===== config.mk =====
export PLATFORM = sky130hd
export DESIGN_NAME = uut_result_capture_flat
export DESIGN_NICKNAME = d
export VERILOG_FILES = /design/src/rtl/uut_result_capture_if.sv /design/src/rtl/uut_result_capture.sv /design/src/flat_wrapper.sv
export SDC_FILE = /design/constraint.sdc
export NUM_CORES = 1
export LEC_CHECK = 0
export BUFFER_PORTS_ARGS = -buffer_cell sky130_fd_sc_hd__buf_4
export CAP_MARGIN = 40
export CORE_ASPECT_RATIO = 0.5
export CORE_UTILIZATION = 35
export CTS_CLUSTER_DIAMETER = 200
export DETAILED_ROUTE_END_ITERATION = 6
export PLACE_DENSITY = 0.51
export SLEW_MARGIN = 20
export SYNTH_ARGS = -nofsm -noshare
export SYNTH_HDL_FRONTEND = slang
export SYNTH_SLANG_ARGS = --single-unit

===== constraint.sdc =====
create_clock -name clk -period 4.45 [get_ports clk]
set_input_delay 0.6675 -clock clk [delete_from_list [all_inputs] [get_ports clk]]
set_output_delay 0.6675 -clock clk [all_outputs]
set_load 0.01 [all_outputs]

===== src/rtl/uut_result_capture_if.sv =====
// rtl/uut_result_capture_if.sv - record byte stream handshake between capture stage and its consumer
interface uut_result_capture_if;
    logic [7:0] byte_o;
    logic       byte_valid;
    logic       byte_ack;

    modport master (
        output byte_o,
        output byte_valid,
        input  byte_ack
    );

    modport slave (
        input  byte_o,
        input  byte_valid,
        output byte_ack
    );
endinterface


===== src/rtl/uut_result_capture.sv =====
// rtl/uut_result_capture.sv - measures UUT latencies, latches the result and streams a 17-byte record
module uut_result_capture #(
    parameter logic [31:0] TIMEOUT_CYCLES = 32'd100000
) (
    input  logic                          clk,
    input  logic                          rst,
    input  logic                          rst_uut,
    input  logic                          encdec_uut,
    input  logic [63:0]                   block_o_uut,
    input  logic                          end_key_signal_uut,
    input  logic                          end_enc_uut,
    input  logic                          end_dec_uut,
    uut_result_capture_if.master          rec,
    output logic                          done,
    output logic                          timeout,
    output logic [2:0]                    state_dbg
);

    typedef enum logic [2:0] {
        IDLE = 3'd0,
        ARM  = 3'd1,
        RUN  = 3'd2,
        SEND = 3'd3,
        DONE = 3'd4
    } state_t;

    state_t      state;
    // cnt holds the number of completed RUN cycles; cnt_now is the count the current cycle is seen as,
    // so the first RUN cycle reports 1 while the register itself is cleared at run start.
    logic [31:0] cnt;
    logic [31:0] cnt_now;
    logic [31:0] key_cycles;
    logic [31:0] op_cycles;
    logic [63:0] result;
    logic        key_seen;
    logic        mode;
    logic [4:0]  idx;
    logic        end_key;
    logic        end_op;

    assign cnt_now = cnt + 32'd1;
    assign end_key = end_key_signal_uut;
    assign end_op  = mode ? end_enc_uut : end_dec_uut;

    // Record byte i (0 = status, MSB first) out of the captured fields.
    function automatic logic [7:0] rec_byte(
        input logic [4:0]  i,
        input logic [7:0]  st,
        input logic [63:0] r,
        input logic [31:0] k,
        input logic [31:0] o
    );
        logic [135:0] v;
        v = {st, r, k, o};
        v = v << {i, 3'b000};
        return v[135:128];
    endfunction

    // Control FSM plus all capture, counting and record-serialising registers.
    always_ff @(posedge clk or negedge rst) begin
        if (!rst) begin
            state          <= IDLE;
            state_dbg      <= 3'd0;
            cnt            <= 32'd0;
            key_cycles     <= 32'd0;
            op_cycles      <= 32'd0;
            result         <= 64'd0;
            key_seen       <= 1'b0;
            mode           <= 1'b0;
            idx            <= 5'd0;
            rec.byte_o     <= 8'd0;
            rec.byte_valid <= 1'b0;
            done           <= 1'b0;
            timeout        <= 1'b0;
        end else begin
            case (state)
                IDLE: begin
                    if (rst_uut) begin
                        state     <= ARM;
                        state_dbg <= ARM;
                    end
                end
                ARM: begin
                    if (!rst_uut) begin
                        state      <= RUN;
                        state_dbg  <= RUN;
                        cnt        <= 32'd0;
                        key_cycles <= 32'd0;
                        key_seen   <= 1'b0;
                        op_cycles  <= 32'd0;
                        mode       <= encdec_uut;
                        timeout    <= 1'b0;
                        done       <= 1'b0;
                    end
                end
                RUN: begin
                    if (rst_uut) begin
                        // Aborted run: counters are simply re-cleared on the next start.
                        state     <= ARM;
                        state_dbg <= ARM;
                    end else begin
                        cnt <= cnt_now;
                        if (end_key && !key_seen) begin
                            key_cycles <= cnt_now;
                            key_seen   <= 1'b1;
                        end
                        if (end_op) begin
                            result         <= block_o_uut;
                            op_cycles      <= cnt_now;
                            idx            <= 5'd0;
                            rec.byte_valid <= 1'b1;
                            rec.byte_o     <= {5'b0, key_seen | end_key, mode, 1'b0};
                            state          <= SEND;
                            state_dbg      <= SEND;
                        end else if (cnt_now == TIMEOUT_CYCLES) begin
                            timeout        <= 1'b1;
                            result         <= block_o_uut;
                            op_cycles      <= 32'hFFFF_FFFF;
                            idx            <= 5'd0;
                            rec.byte_valid <= 1'b1;
                            rec.byte_o     <= {5'b0, key_seen | end_key, mode, 1'b1};
                            state          <= SEND;
                            state_dbg      <= SEND;
                        end
                    end
                end
                SEND: begin
                    // rst_uut is deliberately ignored here so a record is never truncated.
                    if (rec.byte_valid && rec.byte_ack) begin
                        if (idx == 5'd16) begin
                            rec.byte_valid <= 1'b0;
                            rec.byte_o     <= 8'd0;
                            done           <= 1'b1;
                            state          <= DONE;
                            state_dbg      <= DONE;
                        end else begin
                            idx        <= idx + 5'd1;
                            rec.byte_o <= rec_byte(idx + 5'd1,
                                                   {5'b0, key_seen, mode, timeout},
                                                   result, key_cycles, op_cycles);
                        end
                    end
                end
                DONE: begin
                    if (rst_uut) begin
                        done      <= 1'b0;
                        state     <= ARM;
                        state_dbg <= ARM;
                    end
                end
                default: begin
                    state     <= IDLE;
                    state_dbg <= IDLE;
                end
            endcase
        end
    end

endmodule


===== src/flat_wrapper.sv =====
// flat-port wrapper written by rule: the top's interface ports become plain ports
module uut_result_capture_flat 
#(
    parameter logic [31:0] TIMEOUT_CYCLES = 32'd100000
)
  (clk, rst, rst_uut, encdec_uut, block_o_uut, end_key_signal_uut, end_enc_uut, end_dec_uut, done, timeout, state_dbg, rec_byte_o, rec_byte_valid, rec_byte_ack);
  uut_result_capture_if rec_i ();
  input  logic clk;
  input  logic rst;
  input  logic rst_uut;
  input  logic encdec_uut;
  input  logic [63:0] block_o_uut;
  input  logic end_key_signal_uut;
  input  logic end_enc_uut;
  input  logic end_dec_uut;
  output logic done;
  output logic timeout;
  output logic [2:0] state_dbg;
  output wire logic [$bits(rec_i.byte_o)-1:0] rec_byte_o;
  output wire logic [$bits(rec_i.byte_valid)-1:0] rec_byte_valid;
  input wire logic [$bits(rec_i.byte_ack)-1:0] rec_byte_ack;
  assign rec_byte_o = rec_i.byte_o;
  assign rec_byte_valid = rec_i.byte_valid;
  assign rec_i.byte_ack = rec_byte_ack;
  uut_result_capture #(.TIMEOUT_CYCLES(TIMEOUT_CYCLES)) u_core (.clk(clk), .rst(rst), .rst_uut(rst_uut), .encdec_uut(encdec_uut), .block_o_uut(block_o_uut), .end_key_signal_uut(end_key_signal_uut), .end_enc_uut(end_enc_uut), .end_dec_uut(end_dec_uut), .rec(rec_i), .done(done), .timeout(timeout), .state_dbg(state_dbg));
endmodule

==> results.cfg <==
[worst_hold_path]
hp-class = primary input to async pin

[floorplanning]
core_area_um2 = 26700
rows = 42
dieHeight_um = 119.2
die_area_um2 = 28170
io_pins = 86
initial_utilization_pct = 36.00
die_w_um = 236.3

[sta]
tightest_slew_ps = 760.9
maxSlewHeadroom_pct = 47.82
fin_crit_ps = 4073
finalHoldViolations = 0
fin_tns_setup_ps = 0
max_freq_mhz = 245.5
rsz0062_at_grt = no
slew_viol_final = 0
setup_violations = 0
timing.final.crit_share_pct = 91.52
fin_skew_ps = 8.856
hold_slack_ps = 80.58

[placement]
gp_congestion = 0.8900
numPortBuffers = 85
dp_cells = 1236
dp_hpwl_mm = 19.08

[final_layout]
area_delta_synth_final_pct = 16.55
drive_gt1_share_pct = 30.94
fin_cells = 1270
diodes = 0
multi_input_area_um2 = 4731
nNetsFinal = 981
regArea_um2 = 4531
nFillCells = 2560

[power]
switching_share_pct = 34.67
ir_drop_uv = 253.6
power_frac_clock_pct = 21.9
p_per_area_nw_per_um2 = 572.8
combPwrFrac_pct = 39.4
p_sw_mw = 2.224
internal_power_mw = 4.192
power_leakage_nw = 4.996
seq_power_share_pct = 38.7

[route]
drt-pass1-iter-count = 6
via_count = 7110
postRouteAntennaNets = 0
drc_errors = 0
wirelength_mm = 27.08
via_per_inst = 5.598
wl_per_cell_um = 21.32
drt_iter0_drc = 629

[synthesis]
ys_seq_elements = 181
ys.flop_type = dfrtp_1
synth.largest_area_cell = dfrtp_1
synth_nets = 915
synthArstFlopShare_pct = 100.0
synth_seq_area_share_pct = 47.13
netlist_top_cells_area = dfrtp_1 47%, mux2_4 8.0%, mux4_2 7.5%, o21ai_0 3.9%, mux2_2 3.7%
ys_warn_count = 0
synth_top_area_share_pct = 47.13
syn_inst = 839
synthDistinctLibCells = 64
synth_edf_count = 0
avgSynthCellArea_um2 = 11.45
syn_area_um2 = 9610

[clock_network]
cts_hold_buf = 0
clk_pin_slew_ps = 70
cts.sinks = 181
clk_latency_ps = 450
cts_setup_buffers = 0
htreeDepth = 4
cts_resized = 0
cts_tree = yes
cts_buffers = 17
clock_path_buffers = 2
root_buffer = clkbuf_16

[setup_path]
cp_slowest_cell = or4_1
cp_max_fo = 11
worst_ep_arrival_time_ps = 4410
path_cells = ha_1 -> nand3_2 -> or4_1 -> o21a_1 -> nor4_2 -> nand4_2 -> nor4_2 -> nor2_1 -> mux2_4
crit_family = simple AND/OR/NAND/NOR gates
path_buf_inv = 0
crit_cells = 9
reg2reg_from = u_core.cnt[0]$_DFFE_PN0P_
path_common_cell = nor4_2
startpoint_type = flip-flop
criticalPathCategory = flip-flop to flip-flop
critPathCaptureType = flip-flop
startpoint = u_core.cnt[0]$_DFFE_PN0P_
required_ps = 4780
worstRegToRegCells = 9
max_stage_delay_ps = 670

[grt]
grt_pass1_wl_mm = 42.88
grt_use_total_pct = 20.00
grt_max_degree = 66
globalRouteOverflowTotal = 0
grt_pass1_vias = 7034
antenna_found_initial = 0

[run_status]
outcome = completed

[flow_run]
maxCapViolations = 0
==> cell families after synthesis <==
logic type	after synthesis	share of synthesized area [%]
adders and majority gates	4	0.5208
muxes	121	19.84
and+or+nand+nor	229	12.39
buffers and inverters	76	3.841
xor gates and xnor gates	30	2.734
AOI/OAI and AO/OA	198	13.54
DFF	181	47.13
==> layer usage <==
layer	share of wire [%]	GRT usage, %	vias to the layer above	wire, um
met5	0	0	-	0
met4	1.2	4.383	0	337
met3	5.2	4.196	24	1410
met2	44	29.01	184	11890
met1	50	30.32	3654	13440
li1	-	-	3248	-
==> sequential cells by signal, summed over array words and instances, names as in the netlist <==
name and cells:
u_core.cnt 32, u_core.mode 1, u_core.key_seen 1, u_core.timeout 1, u_core.rec.byte_o 8, u_core.rec.byte_valid 1
u_core.idx 5, u_core.op_cycles 32, u_core.state 3, u_core.result 64, u_core.done 1, u_core.key_cycles 32
==> layout by cell type, fill, tap and decap left out, drive strengths merged, types with 2 or more instances in the layout <==
master / n
a21boi: 2
a21oi: 34
a22o: 5
a22oi: 6
a2bb2oi: 2
a31oi: 8
and2: 5
and3: 10
and4: 2
buf: 113
clkbuf: 23
clkinv: 7
clkinvlp: 2
dfrtp: 181
ha: 4
inv: 10
mux2: 83
mux2i: 6
mux4: 32
nand2: 67
nand3: 45
nand3b: 2
nand4: 12
nor2: 44
nor3: 12
nor4: 13
nor4b: 2
o211ai: 4
o21ai: 79
o22a: 31
o22ai: 4
o31ai: 11
o41ai: 2
or2: 3
or3: 6
or4: 4
xnor2: 18
xor2: 12
==> synthesized netlist by cell type, drive strengths merged (3+ instances only) <==
library cell  number
o31ai             11
mux2i              6
and2               5
nor2              44
xor2              12
a22o               5
or4                4
ha                 4
nor4              13
dfrtp            181
mux2              83
or3                6
nand4             12
and3              10
xnor2             18
o21ai             79
nand2             67
a22oi              6
buf               28
o211ai             4
o22a              31
mux4              32
nand3             45
a21oi             34
nor3              12
a31oi              8
o22ai              4
or2                3
inv               10
clkbuf            38
==> path summary, 6_finish.rpt <==
path	end	slack, ps
max reg2reg	u_core.rec.byte_o[1]$_DFFE_PN0P_	380
max	u_core.rec.byte_o[1]$_DFFE_PN0P_	380
min	u_core.cnt[5]$_DFFE_PN0P_	80
max in group asynchronous	u_core.result[36]$_DFFE_PN0P_	3330
min reg2reg	u_core.key_cycles[20]$_DFFE_PN0P_	500
min in group clk	u_core.mode$_DFFE_PN0P_	420
==> worst register-to-register path: cells and delay by family (launching register included) <==
kind            cells  cell delay (ps)
fa+ha+maj           1              460
flops               1              550
simple gates        6             2330
mux                 1              370
compound gates      1              260
==> power groups by stage <==
stage          clock, mW  sequential, mW  combinational (mW)
6_report            1.41            2.48                2.53
5_1_grt             1.50            2.54                2.71
4_1_cts             1.44            2.48                2.52
2_1_floorplan          0            2.37                1.83
3_3_place_gp           0            2.48                2.49
3_5_place_dp           0            2.50                2.51
==> cell type report <==
cell class	count	area share [%]
well taps	352	3.932
flip-flops and latches	181	40.45
repair buffers	113	8.300
inverters	10	0.3351
multi-input cells	582	42.24
clock buffers	23	4.267
clock inverters	9	0.4803
==> through the flow <==
step                      setup WS (ps)  area, um2  util (%)  power [mW]
after CTS                         398.9      11170     41.83       6.436
after floorplan                    1059       9610         -       4.201
final                             377.4      11200     41.96       6.416
after detailed placement          402.3      10630     39.83       5.006
after global placement            621.6      10610     39.73       4.970
after global routing              34.50      11200     41.96       6.751
(Power assumes the default switching activity.)
